File: src/rtl/key_matrix_scanner_if.sv
`default_nettype none
// +--------------------------------------------------------------------------+
// | key_matrix_scanner_if                                                    |
// | Keypad pins plus the key report towards the Avalon keypad slave.         |
// | Revision: 1.0                                                            |
// +--------------------------------------------------------------------------+
interface key_matrix_scanner_if;
   logic [3:0] row_i;
   logic [3:0] col_o;
   logic       key_flag;
   logic [3:0] key_value;

   modport master (
      input  row_i,
      output col_o,
      output key_flag,
      output key_value
   );

   modport slave (
      output row_i,
      input  col_o,
      input  key_flag,
      input  key_value
   );
endinterface
`default_nettype wire

File: src/rtl/key_matrix_scanner.sv
`default_nettype none
// +--------------------------------------------------------------------------+
// | key_matrix_scanner                                                       |
// | 4x4 keypad scanner: press debounce, column scan, one-cycle key report.   |
// | Optional auto-repeat enabled by defining KEY_REPEAT_EN.                  |
// | Revision: 1.0                                                            |
// +--------------------------------------------------------------------------+
module key_matrix_scanner #(
   parameter int DEBOUNCE_CYCLES = 1_000_000,
   parameter int SETTLE_CYCLES   = 50,
   parameter int REPEAT_DELAY    = 25_000_000,
   parameter int REPEAT_PERIOD   = 5_000_000
) (
   input  logic                 clk,
   input  logic                 reset_n,
   key_matrix_scanner_if.master kp
);

   localparam int c_deb_w = $clog2(DEBOUNCE_CYCLES + 1);
   localparam int c_set_w = $clog2(SETTLE_CYCLES + 1);

   localparam logic [c_deb_w-1:0] c_deb_last = c_deb_w'(DEBOUNCE_CYCLES - 1);
   localparam logic [c_deb_w-1:0] c_deb_one  = c_deb_w'(1);
   localparam logic [c_set_w-1:0] c_set_last = c_set_w'(SETTLE_CYCLES);
   localparam logic [c_set_w-1:0] c_set_one  = c_set_w'(1);

   // The settle window must cover the two-flop row synchronizer delay.
   generate
      if (DEBOUNCE_CYCLES < 1 || SETTLE_CYCLES < 2 ||
          REPEAT_DELAY < 2 || REPEAT_PERIOD < 2) begin : g_param_check
         $error("key_matrix_scanner: parameter out of range");
      end
   endgenerate

   typedef enum logic [2:0] {
      S_IDLE      = 3'd0,
      S_DEB_PRESS = 3'd1,
      S_SCAN      = 3'd2,
      S_REPORT    = 3'd3,
      S_REL_WAIT  = 3'd4
   } state_t;

   state_t               r_state;
   state_t               w_state_next;
   logic [3:0]           r_row_meta;
   logic [3:0]           r_row_sync;
   logic [c_deb_w-1:0]   r_deb_cnt;
   logic [c_deb_w-1:0]   w_deb_cnt_next;
   logic [c_set_w-1:0]   r_set_cnt;
   logic [c_set_w-1:0]   w_set_cnt_next;
   logic [1:0]           r_col;
   logic [1:0]           w_col_next;
   logic [3:0]           r_key_value;
   logic [3:0]           w_key_value_next;
   logic [3:0]           w_col_drive;
   logic                 w_report;
   logic                 w_row_any;
   logic [3:0]           w_row_low;
   logic [2:0]           w_low_cnt;
   logic [1:0]           w_low_idx;

   always_ff @(posedge clk or negedge reset_n) begin
      if (!reset_n) begin
         r_row_meta <= 4'hF;
         r_row_sync <= 4'hF;
      end else begin
         r_row_meta <= kp.row_i;
         r_row_sync <= r_row_meta;
      end
   end

   assign w_row_any = (r_row_sync != 4'hF);
   assign w_row_low = ~r_row_sync;

   always_comb begin
      w_low_cnt = 3'd0;
      w_low_idx = 2'd0;
      for (int i = 3; i >= 0; i--) begin
         if (w_row_low[i]) begin
            w_low_cnt = w_low_cnt + 3'd1;
            w_low_idx = 2'(i);
         end
      end
   end

   always_ff @(posedge clk or negedge reset_n) begin
      if (!reset_n) begin
         r_state     <= S_IDLE;
         r_deb_cnt   <= '0;
         r_set_cnt   <= '0;
         r_col       <= 2'd0;
         r_key_value <= 4'd0;
      end else begin
         r_state     <= w_state_next;
         r_deb_cnt   <= w_deb_cnt_next;
         r_set_cnt   <= w_set_cnt_next;
         r_col       <= w_col_next;
         r_key_value <= w_key_value_next;
      end
   end

   always_comb begin
      w_state_next     = r_state;
      w_deb_cnt_next   = r_deb_cnt;
      w_set_cnt_next   = r_set_cnt;
      w_col_next       = r_col;
      w_key_value_next = r_key_value;
      w_col_drive      = 4'b0000;
      w_report         = 1'b0;

      case (r_state)
         S_IDLE: begin
            if (w_row_any) w_state_next = S_DEB_PRESS;
         end
         S_DEB_PRESS: begin
            if (!w_row_any)                    w_state_next = S_IDLE;
            else if (r_deb_cnt == c_deb_last)  w_state_next = S_SCAN;
            else                               w_deb_cnt_next = r_deb_cnt + c_deb_one;
         end
         S_SCAN: begin
            w_col_drive = ~(4'b0001 << r_col);
            if (r_set_cnt != c_set_last) begin
               w_set_cnt_next = r_set_cnt + c_set_one;
            end else if (w_low_cnt == 3'd1) begin
               w_state_next     = S_REPORT;
               w_key_value_next = {w_low_idx, r_col};
            end else if (w_low_cnt != 3'd0) begin
               // Ambiguous multi-key hit: wait for a clean release, no report.
               w_state_next = S_REL_WAIT;
            end else if (r_col != 2'd3) begin
               w_col_next     = r_col + 2'd1;
               w_set_cnt_next = '0;
            end else begin
               w_state_next = S_IDLE;
            end
         end
         S_REPORT: begin
            w_report     = 1'b1;
            w_state_next = S_REL_WAIT;
         end
         S_REL_WAIT: begin
            if (w_row_any)                     w_deb_cnt_next = '0;
            else if (r_deb_cnt == c_deb_last)  w_state_next = S_IDLE;
            else                               w_deb_cnt_next = r_deb_cnt + c_deb_one;
         end
         default: begin
            w_state_next = S_IDLE;
         end
      endcase

      if (w_state_next != r_state) begin
         w_deb_cnt_next = '0;
         w_set_cnt_next = '0;
         w_col_next     = 2'd0;
      end
   end

`ifdef KEY_REPEAT_EN
   localparam int c_rep_max = (REPEAT_DELAY > REPEAT_PERIOD) ? REPEAT_DELAY : REPEAT_PERIOD;
   localparam int c_rep_w   = $clog2(c_rep_max + 1);

   localparam logic [c_rep_w-1:0] c_rep_delay_last  = c_rep_w'(REPEAT_DELAY - 1);
   localparam logic [c_rep_w-1:0] c_rep_period_last = c_rep_w'(REPEAT_PERIOD - 1);
   localparam logic [c_rep_w-1:0] c_rep_one         = c_rep_w'(1);

   logic [c_rep_w-1:0] r_rep_cnt;
   logic               r_rep_first;
   logic               r_rep_active;
   logic               w_rep_held;
   logic               w_rep_pulse;
   logic [c_rep_w-1:0] w_rep_target;

   // With all columns driven, the reported key shows up as its row being low.
   assign w_rep_held   = ~r_row_sync[r_key_value[3:2]];
   assign w_rep_target = r_rep_first ? c_rep_delay_last : c_rep_period_last;
   assign w_rep_pulse  = (r_state == S_REL_WAIT) && r_rep_active && w_rep_held &&
                         (r_rep_cnt == w_rep_target);

   always_ff @(posedge clk or negedge reset_n) begin
      if (!reset_n) begin
         r_rep_cnt    <= '0;
         r_rep_first  <= 1'b1;
         r_rep_active <= 1'b0;
      end else if (r_state != S_REL_WAIT) begin
         r_rep_cnt    <= '0;
         r_rep_first  <= 1'b1;
         r_rep_active <= (r_state == S_REPORT);
      end else if (!w_rep_held) begin
         r_rep_active <= 1'b0;
      end else if (r_rep_active) begin
         if (w_rep_pulse) begin
            r_rep_cnt   <= '0;
            r_rep_first <= 1'b0;
         end else begin
            r_rep_cnt   <= r_rep_cnt + c_rep_one;
         end
      end
   end

   assign kp.key_flag = w_report | w_rep_pulse;
`else
   assign kp.key_flag = w_report;
`endif

   assign kp.col_o     = w_col_drive;
   assign kp.key_value = r_key_value;

endmodule
`default_nettype wire

File: src/flat_wrapper.sv
// flat-port wrapper written by rule: the top's interface ports become plain ports
module key_matrix_scanner_flat 
#(
   parameter int DEBOUNCE_CYCLES = 1_000_000,
   parameter int SETTLE_CYCLES   = 50,
   parameter int REPEAT_DELAY    = 25_000_000,
   parameter int REPEAT_PERIOD   = 5_000_000
)
  (clk, reset_n, kp_row_i, kp_col_o, kp_key_flag, kp_key_value);
  key_matrix_scanner_if kp_i ();
  input  logic clk;
  input  logic reset_n;
  input wire logic [$bits(kp_i.row_i)-1:0] kp_row_i;
  output wire logic [$bits(kp_i.col_o)-1:0] kp_col_o;
  output wire logic [$bits(kp_i.key_flag)-1:0] kp_key_flag;
  output wire logic [$bits(kp_i.key_value)-1:0] kp_key_value;
  assign kp_i.row_i = kp_row_i;
  assign kp_col_o = kp_i.col_o;
  assign kp_key_flag = kp_i.key_flag;
  assign kp_key_value = kp_i.key_value;
  key_matrix_scanner #(.DEBOUNCE_CYCLES(DEBOUNCE_CYCLES), .SETTLE_CYCLES(SETTLE_CYCLES), .REPEAT_DELAY(REPEAT_DELAY), .REPEAT_PERIOD(REPEAT_PERIOD)) u_core (.clk(clk), .reset_n(reset_n), .kp(kp_i));
endmodule
File: config.mk
export PLATFORM = sky130hd
export DESIGN_NAME = key_matrix_scanner_flat
export DESIGN_NICKNAME = d
export VERILOG_FILES = /design/src/rtl/key_matrix_scanner_if.sv /design/src/rtl/key_matrix_scanner.sv /design/src/flat_wrapper.sv
export SDC_FILE = /design/constraint.sdc
export NUM_CORES = 1
export LEC_CHECK = 0
export BUFFER_PORTS_ARGS = -buffer_cell sky130_fd_sc_hd__clkbuf_2
export CAP_MARGIN = 40
export CELL_PAD_IN_SITES_DETAIL_PLACEMENT = 1
export CELL_PAD_IN_SITES_GLOBAL_PLACEMENT = 2
export CORE_MARGIN = 10
export CORE_UTILIZATION = 42
export CTS_CLUSTER_SIZE = 14
export DETAILED_ROUTE_END_ITERATION = 10
export HOLD_SLACK_MARGIN = 0.06
export PLACE_DENSITY = 0.92
export RECOVER_POWER = 25
export REMOVE_ABC_BUFFERS = 1
export SLEW_MARGIN = 5
export SYNTH_ARGS = -nofsm -noshare
export SYNTH_HDL_FRONTEND = slang
export SYNTH_SLANG_ARGS = --single-unit
File: constraint.sdc
create_clock -name clk -period 7.05 [get_ports clk]
set_clock_uncertainty 0.2 [all_clocks]
set_input_delay 0.705 -clock clk [delete_from_list [all_inputs] [get_ports clk]]
set_output_delay 0.705 -clock clk [all_outputs]
set_load 0.02 [all_outputs]
======== Word level (Yosys, flattened, before mapping) ========
Cells that the tools add are included.
storage, ports and cells
  output and inout port bits .............. 9
  input bits .............................. 6
  bits in registers ....................... 43
  word-level logic and storage cells ...... 80
operators by class
  bitwise operators ....................... 3
  equal/unequal tests ..................... 16
  shifts and indexed selects .............. 1
  add/sub/neg operators ................... 6
  reductions and logical operators ........ 10
  mux-type cells .......................... 37
operator list
  kind                                                                   number
  20-bit 2-to-1 mux                                                      4
  20-bit case mux with 2 select lines                                    1
  3-bit 2-to-1 mux                                                       12
  6-bit 2-to-1 mux                                                       6
  20-bit by 1-bit adder with 20-bit output, second input constant        1
  20-bit equality test, second input constant                            1
  2-bit 2-to-1 mux                                                       10
  3-bit case mux with 5 select lines                                     1
  3-bit nonzero test                                                     3
  2-bit != test, second input constant                                   4
  4-bit inverter                                                         2
  3-bit by 1-bit adder with 3-bit output, second input constant          2
  6-bit by 1-bit adder with 6-bit output, second input constant          1
  3-bit by 1-bit equality test with 1-bit output, second input constant  2
  3-bit by 2-bit equality test with 1-bit output, second input constant  2
  3-bit by 2-bit != test with 1-bit output, second input constant        2
  6-bit != test, second input constant                                   1
  5-bit AND reduction                                                    1
  4-bit 2-to-1 mux                                                       1
  4-bit != test, second input constant                                   1
  4-bit AND reduction                                                    1
  2-bit nonzero test                                                     2
  1-bit by 2-bit << shifter with 4-bit output, first input constant      1
  3-bit equality test, second input constant                             1
  other kinds (9)                                                        10

======== Depth between registers and ports, before layout ========
  depth after elaboration ................. 16
  depth in mapped cells ................... 12

======== Worst setup path after synthesis ========
OpenSTA, ideal clock, no wires.
  path kind ............................... flip-flop to flip-flop
  start point ............................. reg u_core.r_row_sync[2]
  end point ............................... reg u_core.r_deb_cnt[0]
  buffers on the path ..................... 1
  arrival time ............................ 2.445 ns
  path slack .............................. 4.323 ns
  setup time .............................. 0.082 ns
  data required time ...................... 6.768 ns
  cell stages (with the launch flop) ...... 12
  path through ............................ dfstp_2 > inv_1 > ha_1 > xnor2_1 > ha_1 > nor2b_1 > a31oi_1 > a31oi_1 > o21ai_1 > nand3_4 > buf_6 > nor3_2
on the way
  cells in the longest elaborated chain, start to end .. 14
ends and longest elaborated chain
  what                                                                                                    line                       RTL
  start, declared                                                                                         key_matrix_scanner.sv:46   logic [3:0] r_row_sync;
  start signal, assigned                                                                                  key_matrix_scanner.sv:68   r_row_sync <= r_row_meta;
  4-bit inverter                                                                                          key_matrix_scanner.sv:73   assign w_row_low = ~r_row_sync;
  3-bit 2-to-1 mux                                                                                        key_matrix_scanner.sv:79   if (w_row_low[i]) begin
  3-bit by 1-bit adder with 3-bit output                                                                  key_matrix_scanner.sv:80   w_low_cnt = w_low_cnt + 3'd1;
  3-bit 2-to-1 mux                                                                                        key_matrix_scanner.sv:79
  3-bit by 1-bit adder with 3-bit output                                                                  key_matrix_scanner.sv:80
  3-bit 2-to-1 mux                                                                                        key_matrix_scanner.sv:79
  3-bit nonzero test                                                                                      key_matrix_scanner.sv:127  end else if (w_low_cnt != 3'd0) begin
  3-bit 2-to-1 mux                                                                                        key_matrix_scanner.sv:127
  3-bit 2-to-1 mux                                                                                        key_matrix_scanner.sv:124  end else if (w_low_cnt == 3'd1) begin
  3-bit 2-to-1 mux                                                                                        key_matrix_scanner.sv:122  if (r_set_cnt != c_set_last) begin
  3-bit case mux with 5 select lines                                                                      key_matrix_scanner.sv:111  case (r_state)
  3-bit != test                                                                                           key_matrix_scanner.sv:151  if (w_state_next != r_state) begin
  3-bit by 1-bit != test with 1-bit output (no source line) / 3-bit nonzero test (equally long branches)  n/a
  2-bit AND reduction (no source line)                                                                    n/a
  end signal, assigned                                                                                    key_matrix_scanner.sv:95   r_deb_cnt <= w_deb_cnt_next;
  end, declared                                                                                           key_matrix_scanner.sv:47   logic [c_deb_w-1:0] r_deb_cnt;
Parallel ways exist; a longest one is shown, timed or not.
A chain may end at the register's enable or synchronous reset.

======== Worst setup path in the final report ========
  start point ............................. reg u_core.r_row_sync[2]
  end point ............................... reg u_core.r_deb_cnt[12]
The elaborated chain is that of the path after synthesis.

==> impl_metrics.ini <==
[cts]
clock-sinks = 43
cts_buffer_depth = 2
clk_pin_slew_worst_paths_ns = 0.08
ctsResizeCount = 0
cts_tree = built
cts_hold_buf = 0
cts-root-buf = clkbuf_8
cts_setup_buffers = 0
htreeDepth = 2
cts_buffers = 5
clkLatencyLatePin_ns = 0.30

[drt]
vias = 1882
postRouteAntennaNets = 0
first_pass_iters = 4
drt-initial-drc-count = 41
wl_um = 5450
wl_per_cell_um = 15.8
post-route-drc-count = 0
via_per_inst = 5.46

[yosys]
synth_xor_area_share_pct = 8.22
yosysTopAreaCell = dfrtp_1
syn_avg_cell_area_um2 = 9.85
yosys.area.top_type_share_pct = 34.9
synthSimpleGateAreaFrac_pct = 28.3
synth-compound-area-share_pct = 8.91
synthTopCellsByArea = dfrtp_1 (35%), dfstp_2 (8.4%), ha_1 (6.0%), nor3_2 (4.4%), xor2_1 (4.2%)
synth_mux_area_share_pct = 0.797
yosysSeqAreaShare_pct = 43.2
ys_seq_elements = 43
synthFlopType = dfrtp_1
synth_fa_ha_area_share_pct = 6.37
synth_cells = 255
syn-cell-area_mm2 = 0.00251
synth_edf_count = 0
yosys_warnings = 0
synth.distinct_cells = 47
yosysMostFrequentCell = dfrtp_1
synthArstFlopShare_pct = 100
synth_top_family_by_area = simple AND/OR/NAND/NOR gates
synth_common_cells = dfrtp_1 (35), nand2_1 (20), nor2_1 (18)

[placement]
dpl_worst_slack_ns = 3.86
io_buffers = 14
placed_cells = 337
place_congestion = 0.790
placed_cell_area_mm2 = 0.00263
hpwl_um = 3890

[flow_run]
max-cap-violations = 1

[worst_hold_path]
hp-class = reg2reg

[critical_path]
path_cells = inv_1 > ha_1 > xnor2_1 > ha_1 > nor2b_1 > a31oi_1 > a31oi_1 > o21ai_1 > nand3_4 > nor3_1
crit_path_end_kind = register
crit_family = simple AND/OR/NAND/NOR gates
cp_slowest_cell = dfstp_2
max_stage_delay_ns = 0.57
worstPathMaxFanout = 25
worstPathArrival_ns = 3.20
crit_type = reg2reg
crit_required_ns = 7.06
worst_setup_path_start_kind = register
worst-path-buf-inv = 1

[layout]
fillers = 689
drive_gt1_share_pct = 18.1
antenna_cells = 0
finish.instance_area_mm2 = 0.00272
syn2layout_area_growth_pct = 8.22
nNetsFinal = 287
utilization_pct = 46.5
finalNonFillerCells = 345

[global_route]
grt_pass1_wl_um = 9690
grt_pass1_vias = 2036
globalRouteOverflowTotal = 0
grt_max_degree = 44
grt_antenna_before_repair = 0
track_usage_pct = 12.0

[floorplan]
io_pins = 15
fp.dieArea_mm2 = 0.00948
die_x_um = 97.3
num_rows = 28
initial_core_util_pct = 42.9
die_y_um = 97.3
coreArea_mm2 = 0.00585

[power_and_ir_drop]
design_power_total_mw = 0.513
p_leak_nw = 1.23
power.density_mw_per_mm2 = 189
peakVddDrop_mv = 0.119

[run_status]
status = finished with violations
violations = max-capacitance violations, max-slew violations

[timing]
tightest_slew_ns = 2.31
setup_violations = 0
rsz0062_at_grt = no
fmax_mhz = 313
period_needed_ns = 3.19
fin_crit_sh_pct = 45.3
fin_hold_ws_ns = 0.146
slew_headroom_pct = -53.7
tns_ns = 0
setup_slack_ns = 3.86
hold_viol = 0
maxSlewViolCount = 44
[sequential cells by signal (all words and copies together), names as in the netlist]
register / flops
u_core.r_set_cnt: 6
u_core.r_row_sync: 4
u_core.r_row_meta: 4
u_core.r_col: 2
u_core.kp.key_value: 4
u_core.r_state: 3
u_core.r_deb_cnt: 20
[per-layer routing]
layer / global-route usage (%) / vias to the layer above / wire (um)
met3: 2.92 / 9 / 162
met4: 4.47 / 0 / 94
met2: 21.0 / 19 / 2740
met1: 13.7 / 923 / 2460
met5: 0 / - / 0
li1: - / 931 / -
[path summary, 6_finish.rpt]
path	start	endpoint	slack (ns)	cells past startpoint
min in group asynchronous	reset_n	u_core.kp.key_value[1]$_DFFE_PN0P_	0.98	2
setup reg to reg	u_core.r_row_sync[2]$_DFF_PN1_	u_core.r_deb_cnt[12]$_DFFE_PN0P_	3.86	10
hold / removal	u_core.r_row_meta[0]$_DFF_PN1_	u_core.r_row_sync[0]$_DFF_PN1_	0.15	0
setup / recovery	u_core.r_row_sync[2]$_DFF_PN1_	u_core.r_deb_cnt[12]$_DFFE_PN0P_	3.86	10
hold reg to reg	u_core.r_row_meta[0]$_DFF_PN1_	u_core.r_row_sync[0]$_DFF_PN1_	0.15	0
max in group asynchronous	reset_n	u_core.r_deb_cnt[0]$_DFFE_PN0P_	4.35	2
[layout by cell type, fill, tap and decap left out, drive strengths merged, types with 2 or more instances in the layout]
cell	instances
dfrtp	35
nor3	23
clkbuf	22
nand2	20
nor2	19
nand4	16
nand3	13
inv	12
xor2	12
ha	12
o21ai	11
xnor2	9
dfstp	8
nand2b	6
nor4	6
a21oi	5
and3	4
o31ai	4
a31oi	3
a21o	3
and4	3
and2	2
nor2b	2
or2	2
o211ai	2
mux2i	2
[cell families after synthesis]
kind of cell / Yosys count
XOR/XNOR: 22
multiplexers: 2
AO/OA/AOI/OAI: 33
flip-flops: 43
adder cells (fa/ha/maj): 13
AND/OR/NAND/NOR: 121
buffers and inverters: 21
[where the power goes]
group          total, mW  internal [mW]  switching [mW]
combinational     0.0671         0.0298          0.0373
clock              0.163         0.0791          0.0839
sequential         0.283          0.264          0.0188
[layout make-up]
| type | count | area [um^2] | share of cell area, % |
|---|---|---|---|
| Multi-Input combinational cell | 191 | 1320 | 48.6 |
| Sequential cell | 43 | 1090 | 39.9 |
| Tap cell | 75 | 93.8 | 3.45 |
| Clock buffer | 7 | 86.3 | 3.18 |
| Timing Repair Buffer | 16 | 81.3 | 2.99 |
| Inverter | 12 | 45.0 | 1.66 |
| Clock inverter | 1 | 5.00 | 0.184 |
Power figures use the tool's default switching activity.
